## config.mk

```make
export PLATFORM = sky130hd
export DESIGN_NAME = dht11_responder
export DESIGN_NICKNAME = d
export VERILOG_FILES = /design/src/rtl/dht11_pkg.sv /design/src/rtl/dht11_us_tick.sv /design/src/rtl/dht11_responder.sv
export SDC_FILE = /design/constraint.sdc
export NUM_CORES = 1
export LEC_CHECK = 0
export BUFFER_PORTS_ARGS = -buffer_cell sky130_fd_sc_hd__buf_4
export CAP_MARGIN = 40
export CORE_ASPECT_RATIO = 1.5
export CORE_UTILIZATION = 54
export CTS_BUF_LIST = sky130_fd_sc_hd__clkbuf_16
export DETAILED_ROUTE_END_ITERATION = 16
export GPL_TIMING_DRIVEN = 0
export PLACE_DENSITY_LB_ADDON = 0.25
export SYNTH_ARGS = -nofsm -noshare
export SYNTH_HDL_FRONTEND = slang
export SYNTH_SLANG_ARGS = --single-unit
```

## constraint.sdc

```tcl
create_clock -name clk -period 2.5 [get_ports clk]
set_clock_uncertainty 0.05 [all_clocks]
set_input_delay 0.125 -clock clk [delete_from_list [all_inputs] [get_ports clk]]
set_output_delay 0.125 -clock clk [all_outputs]
set_load 0.03 [all_outputs]
```

## src/rtl/dht11_pkg.sv

```systemverilog
// dht11_pkg: DHT11 state encoding shared with the host reader, default timing in us, checksum helper
package dht11_pkg;

    typedef enum logic [2:0] {
        ST_IDLE,
        ST_START_LOW,
        ST_WAIT_REL,
        ST_RESP_LOW,
        ST_RESP_HIGH,
        ST_BIT_LOW,
        ST_BIT_HIGH,
        ST_END_LOW
    } dht11_state_t;

    localparam int DHT11_CLK_FREQ_HZ  = 50_000_000;
    localparam int DHT11_START_MIN_US = 18000;
    localparam int DHT11_RESP_WAIT_US = 13;
    localparam int DHT11_RESP_LOW_US  = 83;
    localparam int DHT11_RESP_HIGH_US = 87;
    localparam int DHT11_BIT_LOW_US   = 50;
    localparam int DHT11_BIT0_HIGH_US = 26;
    localparam int DHT11_BIT1_HIGH_US = 70;

    function automatic logic [7:0] dht11_csum(input logic [31:0] d);
        return d[31:24] + d[23:16] + d[15:8] + d[7:0];
    endfunction

endpackage

```

## src/rtl/dht11_us_tick.sv

```systemverilog
// dht11_us_tick: one-cycle tick every CLK_FREQ_HZ/1e6 clocks; rst restarts the period
module dht11_us_tick import dht11_pkg::*; #(
    parameter int CLK_FREQ_HZ = DHT11_CLK_FREQ_HZ
) (
    input  logic clk,
    input  logic rst,
    output logic tick
);
    localparam int DIV = CLK_FREQ_HZ / 1_000_000;
    localparam int W   = $clog2(DIV);

    logic [W-1:0] cnt;

    assign tick = cnt == W'(DIV - 1);

    always_ff @(posedge clk) begin
        if (rst || tick) cnt <= '0;
        else cnt <= cnt + 1'b1;
    end
endmodule

```

## src/rtl/dht11_responder.sv

```systemverilog
// dht11_responder: DHT11 sensor emulator; answers a host start pulse with response, 40 data bits and end pulse.
// Define DHT11_CRC_INJECT_EN to add crc_inject, which inverts the transmitted checksum byte.
module dht11_responder import dht11_pkg::*; #(
    parameter int CLK_FREQ_HZ  = DHT11_CLK_FREQ_HZ,
    parameter int START_MIN_US = DHT11_START_MIN_US,
    parameter int RESP_WAIT_US = DHT11_RESP_WAIT_US,
    parameter int RESP_LOW_US  = DHT11_RESP_LOW_US,
    parameter int RESP_HIGH_US = DHT11_RESP_HIGH_US,
    parameter int BIT_LOW_US   = DHT11_BIT_LOW_US,
    parameter int BIT0_HIGH_US = DHT11_BIT0_HIGH_US,
    parameter int BIT1_HIGH_US = DHT11_BIT1_HIGH_US
) (
    input  logic        clk,
    input  logic        rst,
    input  logic        dht_i,
`ifdef DHT11_CRC_INJECT_EN
    input  logic        crc_inject,
`endif
    input  logic [31:0] meas_data,
    output logic        dht_oe,
    output logic        busy,
    output logic        frame_done,
    output logic        start_err
);
    localparam logic [15:0] T_START = 16'(START_MIN_US);
    localparam logic [15:0] T_WAIT  = 16'(RESP_WAIT_US);
    localparam logic [15:0] T_RL    = 16'(RESP_LOW_US);
    localparam logic [15:0] T_RH    = 16'(RESP_HIGH_US);
    localparam logic [15:0] T_BL    = 16'(BIT_LOW_US);
    localparam logic [15:0] T_B0    = 16'(BIT0_HIGH_US);
    localparam logic [15:0] T_B1    = 16'(BIT1_HIGH_US);

    dht11_state_t state, state_next;
    logic        s1, s2, s_d, fall, rise, tick, phase_chg;
    logic [15:0] us;
    logic [5:0]  bit_idx;
    logic [39:0] frame;
    logic [7:0]  csum_tx;

    assign fall      = s_d & ~s2;
    assign rise      = ~s_d & s2;
    assign phase_chg = state_next != state;

`ifdef DHT11_CRC_INJECT_EN
    assign csum_tx = dht11_csum(meas_data) ^ {8{crc_inject}};
`else
    assign csum_tx = dht11_csum(meas_data);
`endif

    // the divider restarts with each phase so a phase lasts N us plus one cycle
    dht11_us_tick #(.CLK_FREQ_HZ(CLK_FREQ_HZ)) u_tick (
        .clk  (clk),
        .rst  (rst || phase_chg),
        .tick (tick)
    );

    always_ff @(posedge clk) begin
        if (rst) state <= ST_IDLE;
        else state <= state_next;
    end

    always_comb begin
        state_next = state;
        case (state)
            ST_IDLE:      if (fall) state_next = ST_START_LOW;
            ST_START_LOW: if (rise) state_next = us >= T_START ? ST_WAIT_REL : ST_IDLE;
            ST_WAIT_REL:  if (us == T_WAIT) state_next = ST_RESP_LOW;
            ST_RESP_LOW:  if (us == T_RL) state_next = ST_RESP_HIGH;
            ST_RESP_HIGH: if (us == T_RH) state_next = ST_BIT_LOW;
            ST_BIT_LOW:   if (us == T_BL) state_next = ST_BIT_HIGH;
            ST_BIT_HIGH:  if (us == (frame[bit_idx] ? T_B1 : T_B0))
                              state_next = bit_idx == 6'd0 ? ST_END_LOW : ST_BIT_LOW;
            ST_END_LOW:   if (us == T_BL) state_next = ST_IDLE;
            default:      state_next = ST_IDLE;
        endcase
    end

    always_comb begin
        dht_oe = state == ST_RESP_LOW || state == ST_BIT_LOW || state == ST_END_LOW;
        busy   = state != ST_IDLE && state != ST_START_LOW;
    end

    always_ff @(posedge clk) begin
        if (rst) begin
            {s1, s2, s_d} <= 3'b111;
            us            <= '0;
            bit_idx       <= '0;
            frame         <= '0;
            frame_done    <= 1'b0;
            start_err     <= 1'b0;
        end else begin
            s1         <= dht_i;
            s2         <= s1;
            s_d        <= s2;
            us         <= phase_chg ? '0 : (tick && us != '1) ? us + 1'b1 : us;
            frame_done <= state == ST_END_LOW && state_next == ST_IDLE;
            start_err  <= state == ST_START_LOW && state_next == ST_IDLE;
            if (state == ST_START_LOW && state_next == ST_WAIT_REL) frame <= {meas_data, csum_tx};
            if (state_next == ST_BIT_LOW && state != ST_BIT_LOW)
                bit_idx <= state == ST_RESP_HIGH ? 6'd39 : bit_idx - 1'b1;
        end
    end
endmodule

```

Word level (Yosys, flattened, before mapping)
Index checks and enable logic that the tools add are counted.

Input bits: 35. Bits in latches: 0. Memories: 0. Output and inout bits: 4. Bits in registers: 76. Logic and storage cells: 71. Bits in read-only memories: 0. Memory bits (writable): 0.

Add/sub/neg operators: 6. Shift-type cells: 0. Multiply operators: 0. Bitwise gates (word level): 4. Reductions and logical operators: 15. Divide/modulo/power cells: 0. $lt $le $gt $ge: 2. Mux-type cells: 15. Equality and inequality tests: 19.

Operator list (count): 16-bit by 7-bit equality test with 1-bit output (second input constant) (2); 8-bit adder (3); 3-bit 2-to-1 mux (8); 3-bit case mux with 8 select lines (1); 16-bit by 1-bit adder with 16-bit output (second input constant) (1); 16-bit by 4-bit equality test with 1-bit output (second input constant) (1); 16-bit by 6-bit equality test with 1-bit output (second input constant) (1); 16-bit by 7-bit equality test with 1-bit output (1); 16-bit by 15-bit >= comparator with 1-bit output (second input constant) (1); 16-bit != test (second input constant) (1); 3-bit equality test (second input constant) (5); 3-bit by 2-bit equality test with 1-bit output (second input constant) (3); 6-bit by 7-bit < comparator with 1-bit output (second input constant) (1); 7-bit 2-to-1 mux (1); 6-bit by 1-bit adder with 6-bit output (second input constant) (1); 1-bit binary-select mux with 6-bit select (1); 6-bit equality test (second input constant) (1); 1-bit logical AND (6); 3-bit logical NOT (2); 6-bit logical NOT (1); 6-bit 2-to-1 mux (1); 6-bit by 1-bit subtractor with 6-bit output (second input constant) (1); 1-bit logical OR (4); 2-bit 2-to-1 mux (2); other kinds (9) (11).

Longest topological paths before layout
Gate-level depths: netlist of the first run.

Depth after elaboration: 9. Gate-level depth with buffers: 12. Mapped depth without buffers: 12.

By module
A second synthesis of the first run with hierarchy kept.

Cells, all modules: 459. Area, all modules: 4294.1 µm².

By module, submodules not included: dht11_responder (sequential area each 1401.3 µm², area each 4038.9 µm², cells each 432, instances 1); dht11_us_tick (sequential area each 120.1 µm², area each 255.2 µm², cells each 27, instances 1).

Worst setup path after synthesis of the first run
No wires, ideal clock.

Path kind: flip-flop to flip-flop. From: reg bit_idx[0]. To: reg u_tick.cnt[4]. Stages on the path, launching flop included: 12. Path slack: -0.230 ns. Clock period less this slack: 2.730 ns. Arrival time: 2.561 ns. Cells stage by stage: dfxtp_1 buf_2 buf_6 mux4_2 mux2i_1 o22ai_1 or3_4 or3_1 o311ai_1 a221o_1 buf_4 nor3_2.

Word-level cells in the longest chain between the ends: 9. Elaborated cells on any way between the ends: 11. Classes of those cells: eq/ne (2); mux (6); reduce/logical (3).

RTL lines: from (decl) (line dht11_responder.sv:36) `logic [5:0] bit_idx;`; from (signal assigned) (line dht11_responder.sv:100) `bit_idx <= state == ST_RESP_HIGH ? 6'd39 : bit_idx - 1'b1;`; 1-bit binary-select mux with 6-bit select (line dht11_responder.sv:71) `ST_BIT_HIGH: if (us == (frame[bit_idx] ? T_B1 : T_B0))`; 1-bit 2-to-1 mux (implied by the code) (line dht11_responder.sv:71); 7-bit 2-to-1 mux (line dht11_responder.sv:71); 16-bit by 7-bit equality test with 1-bit output (line dht11_responder.sv:71); 3-bit 2-to-1 mux (*) (line dht11_responder.sv:71); 3-bit case mux with 8 select lines (*) (line dht11_responder.sv:64) `case (state)`; 3-bit != test (*) (line dht11_responder.sv:42) `assign phase_chg = state_next != state;`; 1-bit logical OR (*) (line dht11_responder.sv:53) `.rst (rst || phase_chg),`; 1-bit logical OR (*) (line dht11_us_tick.sv:17) `if (rst || tick) cnt <= '0;`; to (signal assigned) (line dht11_us_tick.sv:18) `else cnt <= cnt + 1'b1;`; to (decl) (line dht11_us_tick.sv:12) `logic [W-1:0] cnt;`.

Every way passes the cells marked *; elsewhere a longest branch is shown, timed or not. The select of a mux whose other input is x is not followed. A chain may end at the register's enable or synchronous reset.

Worst setup path in the final report of the first run
From: reg bit_idx[0]. To: reg u_tick.cnt[0].

Same word-level chain as after synthesis.

==> metrics.yaml, run 1 <==
cp_num_cells: 12
antenna-diode-count: 0
place_congestion: 0.813
first_global_vias: 3597
die_w_um: 74.4
crit_buf_inv: 4
p_sw_w: 0.000721
drt_iter0_drc: 121
setup_viol: 29
antenna_found_initial: 0
die_y_um: 111
rsz0062_at_grt: "true"
groute.layer.met3.usage_pct: 6.11
ys_top_cells_by_count: "80 x nor2_1, 76 x dfxtp_1, 45 x mux2i_1"
crit_path_top_delay_cell: "mux4_2"
grt_busiest_layer: "met2"
utilization_pct: 71.2
cts_inserted_buffers: 9
synth_most_common_cell: "nor2_1"
critical_path.endpoint: "u_tick.cnt[0]"
switching_share_pct: 23.8
io_buffer_count: 37
ys_dominant_reg_cell: "dfxtp_1"
root_buffer: "clkbuf_16"
synth_top_area_share_pct: 35.8
synth_edf_count: 0
routed_wl_mm: 11.1
relSlewSlack_pct: 60.1
period_needed_ns: 2.95
crit_start: "bit_idx[0]"
critPathKind: "register to register"
fin_area_mm2: 0.00542
critPathMaxFanout: 5
p_total_w: 0.00302
syn_area_mm2: 0.00425
end_kind: "register"
cts.sinks: 76
syn_to_final_growth_pct: 27.7
path_common_cell: "buf_8"
cp-start-kind: "register"
irDropWorstVdd_v: 0.000447
status: "finished, violations left"
combPwrFrac_pct: 14.6
vias: 3574
cp.arrival_ns: 3.12
critical_path_required_ns: 2.67
ys_types: 53
synthesis.nets: 511
hp-class: "input port to register"
syn-instance-count: 448
io_pins: 39
antenna_left: 0
cp_cell_sequence: "buf_8, buf_8, mux4_2, mux2i_2, o22ai_2, or3_4, or3_4, o311ai_4, a221o_1, buf_6, buf_8, nor3_2"
clkPwrFrac_pct: 44.9
place_ws_ns: -0.567
grt_pass1_wl_mm: 17.0
via_per_inst: 5.69
die_area_mm2: 0.00823
final-hold-violation-count: 0
seqPwrFrac_pct: 40.5
grt_use_total_pct: 28.2
violations: "negative setup slack"
reg2regPathDepth: 12
cts_tree: "done"
wl_per_cell_um: 17.6
p_leak_nw: 1.99
synth_warnings: 0
clkLatencyLatePin_ns: 0.34
cap_violations: 0
core_area_mm2: 0.00761
fmax_mhz: 339
clk_pin_slew_ns: 0.06
synth_area_leader_cell: "dfxtp_1"
seq_area_frac_synth_pct: 35.8
fp-row-count: 39
slowest_delay_ns: 0.52
drt_first_pass_iters: 4
synthTopCellsByArea: "dfxtp_1 36%, mux2i_1 11%, nor2_1 7.1%"
grt_max_degree: 13
dpl.hpwl_mm: 7.68
met1_usage_pct: 27.0
async_flop_share_pct: 0
p_per_area_mw_per_mm2: 558
rr_startpoint: "bit_idx[0]"
avgSynthCellArea_um2: 9.48
drc: 0
start_util_pct: 55.8
period_share_pct: 118
ys_ff_latch: 76
cts_buffer_depth: 2
h-tree-depth: 3
r2r-end: "u_tick.cnt[0]"
r2r_slack_ns: -0.45
tightest_slew_ns: 0.597
p_int_w: 0.00230
maxSlewViolCount: 0
cpLargestDelayFamily: "simple AND/OR/NAND/NOR gates"
place_area_mm2: 0.00468
grt.met2_usage_pct: 51.4
drive_gt1_share_pct: 27.8
overflow: 0
num-nets-final: 584
setup_ws_ns: -0.448
-- power by group through the flow --
stage / clock network (W) / registers (W) / logic (W)
after floorplan: 0 / 0.00125 / 0.000274
after global placement: 0 / 0.00125 / 0.000384
after detailed placement: 0 / 0.00125 / 0.000395
after CTS: 0.00137 / 0.00122 / 0.000423
after global routing: 0.00143 / 0.00122 / 0.000489
final: 0.00136 / 0.00122 / 0.000442
-- flip-flops by register name (all words and copies together) (netlist names) --
name	flops
s_d	1
start_err	1
bit_idx	6
u_tick.cnt	6
s2	1
frame	40
state	3
frame_done	1
us	16
s1	1
-- area by class of cell --
type,instances,area [um^2]
plain buffers,23,144
clock buffers,9,225
clock inverters,7,82.6
fillers,566,2190
inverters,15,56.3
multi-input cells,334,2750
flip-flops and latches,76,1530
well taps,102,128
repair buffers,62,510
-- through the flow --
stage / setup TNS (ns) / instances / hold WS (ns)
after floorplan: -3.08 / 448 / 0.179
after global placement: -21.00 / 587 / 0.267
after detailed placement: -25.69 / 588 / 0.269
after CTS: -10.46 / 622 / 0.000647
after global routing: -12.80 / 628 / 0.00463
final: -10.83 / 628 / 0.00499
-- kinds of logic after synthesis --
| kind of cell | Yosys count | synth area share (%) |
|---|---|---|
| and+or+nand+nor | 179 | 21.2 |
| buffers and inverters | 38 | 3.80 |
| DFF | 76 | 35.8 |
| xor gates and xnor gates | 29 | 5.98 |
| AOI/OAI and AO/OA | 42 | 6.87 |
| muxes | 56 | 15.6 |
| adders and majority gates | 28 | 10.7 |
-- routing by layer --
layer | wire (um) | share of wire, % | vias to the layer above
met4 | 580 | 5.2 | 0
met5 | 0 | 0 | -
met1 | 3900 | 35 | 1760
met3 | 364 | 3.3 | 34
li1 | - | - | 1696
met2 | 6220 | 56 | 84
-- cells in the final DEF, fill, tap and decap left out, types with 3 or more instances in the layout --
master,synthesis,routed
dlygate4sd3_1,0,7
nor3_1,9,6
mux4_2,8,8
dfxtp_2,0,6
nand2b_1,6,6
buf_2,3,4
nor2_4,0,3
xnor2_1,16,16
or3_4,2,3
fa_1,14,13
inv_1,15,15
a21oi_2,0,4
nand3_1,19,19
buf_6,1,8
nor2_2,1,8
nand2_1,25,23
clkinv_2,0,3
or2_2,3,3
a21o_1,6,6
mux2i_1,45,44
clkbuf_16,0,9
nand4_1,6,6
xor2_1,13,13
nor3_2,3,6
o21ai_0,5,3
clkbuf_1,17,13
nor3b_1,6,4
buf_4,2,47
nor2b_1,4,4
a21oi_1,13,8
nor2_1,80,70
dfxtp_1,76,70
ha_1,14,12
buf_8,0,4
-- worst min-delay path by stage --
stage	start	to	slack, ns	cells past startpoint
final	meas_data[4]	frame[12]	0.005	3
after floorplan	dht_i	s1	0.18	1
after detailed placement	dht_i	s1	0.27	2
after global routing	meas_data[24]	frame[32]	0.005	3
after CTS	meas_data[24]	frame[32]	0.0006	3
after global placement	dht_i	s1	0.27	2
-- worst register-to-register path, cell delays in order (launching register included) --
cell	delay, ns
dfxtp_2	0.33
buf_8	0.13
buf_8	0.13
mux4_2	0.52
mux2i_2	0.20
o22ai_2	0.10
or3_4	0.36
or3_4	0.35
o311ai_4	0.08
a221o_1	0.26
buf_6	0.14
buf_8	0.14
nor3_2	0.05
-- repair_timing --
item / CTS / global route
cloned: 2 / 0
endpoints found under the hold margin: 7 / 0
buffers inserted: 9 / 8
gates resized for setup: 26 / 47
endpoints found under the setup margin: 67 / 69
pin swaps: 10 / 24
hold buffers: 7 / 0
Note: power is estimated with default switching activity, not from simulation.
==> run 2, diff against run 1 <==
Settings changed: CORE_UTILIZATION 54 to 53.
==> run 2 against run 1 <==
Net effect:
- the flow still finishes with violations (negative setup slack)
- flip-flop and latch count unchanged
- clock-buffer cell count unchanged
- non-clock buffer count up 5
- critical path depth down 3
- cell area about the same
==> metrics.yaml, run 2 (synthesis gave the netlist of run 1 again) <==
critPathKind: "register to register"
irDropWorstVdd_v: 0.000371
grt_use_total_pct: 26.9
status: "finished, violations left"
first_global_vias: 3501
layout_common_cells: "77 x nor2_1, 73 x dfxtp_1, 49 x buf_4, 43 x mux2i_1, 24 x nand2_1"
switching_share_pct: 25.1
root_buffer: "clkbuf_16"
setup_viol: 28
setup_ws_ns: -0.433
routed_wl_mm: 10.5
drt_first_pass_iters: 4
clkLatencyLatePin_ns: 0.34
critical_path_required_ns: 2.72
crit_path_top_delay_cell: "or4_4"
critPathMaxFanout: 5
fmax_mhz: 341
fp-row-count: 39
cts_tree: "done"
nFillCells: 627
via_per_inst: 5.53
cp-start-kind: "register"
overflow: 0
utilization_pct: 70.3
antenna_left: 0
cp_cell_sequence: "or4_4, or3_4, nor3_4, o2bb2ai_2, a211oi_2, o311ai_2, a221o_2, buf_6, nor3_2"
die_y_um: 112
dpl.hpwl_mm: 7.49
cts_buffer_depth: 2
end_kind: "register"
cts_inserted_buffers: 9
vias: 3503
cp.arrival_ns: 3.15
drc: 0
violations: "negative setup slack"
p_leak_nw: 2.00
p_per_area_mw_per_mm2: 549
grt_pass1_wl_mm: 16.4
regMostFlops: "frame"
clk_pin_slew_ns: 0.06
h-tree-depth: 3
antenna-diode-count: 0
slowest_delay_ns: 0.54
drt_iter0_drc: 156
tightest_slew_ns: 0.611
clkPwrFrac_pct: 43.3
fin_tns_setup_ns: -9.87
final-hold-violation-count: 0
seqPwrFrac_pct: 41.1
place_congestion: 0.815
start_util_pct: 55.1
hp-class: "input port to register"
period_needed_ns: 2.93
cap_violations: 0
antenna_found_initial: 0
syn_to_final_growth_pct: 27.5
largestRegisters: "frame: 40 flops, us: 16 flops"
core_area_mm2: 0.00771
rsz0062_at_grt: "true"
final_common_cell: "nor2_1"
fin_area_mm2: 0.00542
largest_reg_flops: 40
io_pins: 39
place_ws_ns: -0.531
io_buffer_count: 37
combPwrFrac_pct: 15.6
die_w_um: 75.1
place_area_mm2: 0.00468
grt_max_degree: 14
cts.sinks: 76
wl_per_cell_um: 16.6
num-nets-final: 589
drive_gt1_share_pct: 26.0
die_area_mm2: 0.00838
holdWs_ns: 0.00332
p_int_w: 0.00223
p_sw_w: 0.000745
relSlewSlack_pct: 59.3
period_share_pct: 117
maxSlewViolCount: 0
## run 2: per-layer routing
metal	global-route usage, %	vias up	routed length, um
met5	0	-	0
met4	11.9	0	315
met3	5.70	24	290
met2	51.5	67	6030
met1	26.0	1709	3860
li1	-	1703	-
## run 2: layout make-up
class	count	area (um^2)	area share, %
multi-input combinational	334	2710	50.0
sequential	76	1530	28.2
timing repair buffer	67	559	10.3
clock buffer	9	225	4.16
buffer	23	145	2.68
tap	102	128	2.36
clock inverter	7	67.6	1.25
inverter	15	56.3	1.04
## run 2: power groups by stage
| stage | Combinational [W] | Sequential [W] | Clock, W |
|---|---|---|---|
| floorplan | 0.000274 | 0.00125 | 0 |
| global placement | 0.000383 | 0.00125 | 0 |
| detailed placement | 0.000396 | 0.00125 | 0 |
| CTS | 0.000454 | 0.00122 | 0.00130 |
| global route | 0.000515 | 0.00122 | 0.00135 |
| finish | 0.000463 | 0.00122 | 0.00129 |
## run 2: path summary, 6_finish.rpt
check,depth (start not counted),end,start,slack (ns)
setup / recovery,9,u_tick.cnt[4],us[8],-0.43
hold / removal,3,frame[35],meas_data[27],0.003
setup reg to reg,9,u_tick.cnt[4],us[8],-0.43
hold reg to reg,1,s2,s1,0.37
## run 2: worst max-delay path: cells and delay by family, from the launching register on
family / cells / cell delay [ns]
buffers and inverters: 1 / 0.17
flip-flops: 1 / 0.35
AO/OA/AOI/OAI: 4 / 1.01
AND/OR/NAND/NOR: 4 / 1.28
## run 2: through the flow
step | power (W) | cells
floorplan | 0.00152 | 448
global placement | 0.00163 | 587
detailed placement | 0.00165 | 588
CTS | 0.00298 | 629
global route | 0.00309 | 633
finish | 0.00297 | 633
## run 2: what timing repair did
| item | CTS | global route |
|---|---|---|
| buffers inserted | 10 | 5 |
| hold buffers | 13 | 0 |
| endpoints found under the hold margin | 13 | 0 |
| cloned | 2 | 0 |
| setup endpoints to repair | 67 | 68 |
| pin swaps | 19 | 17 |
| gates resized for setup | 35 | 21 |
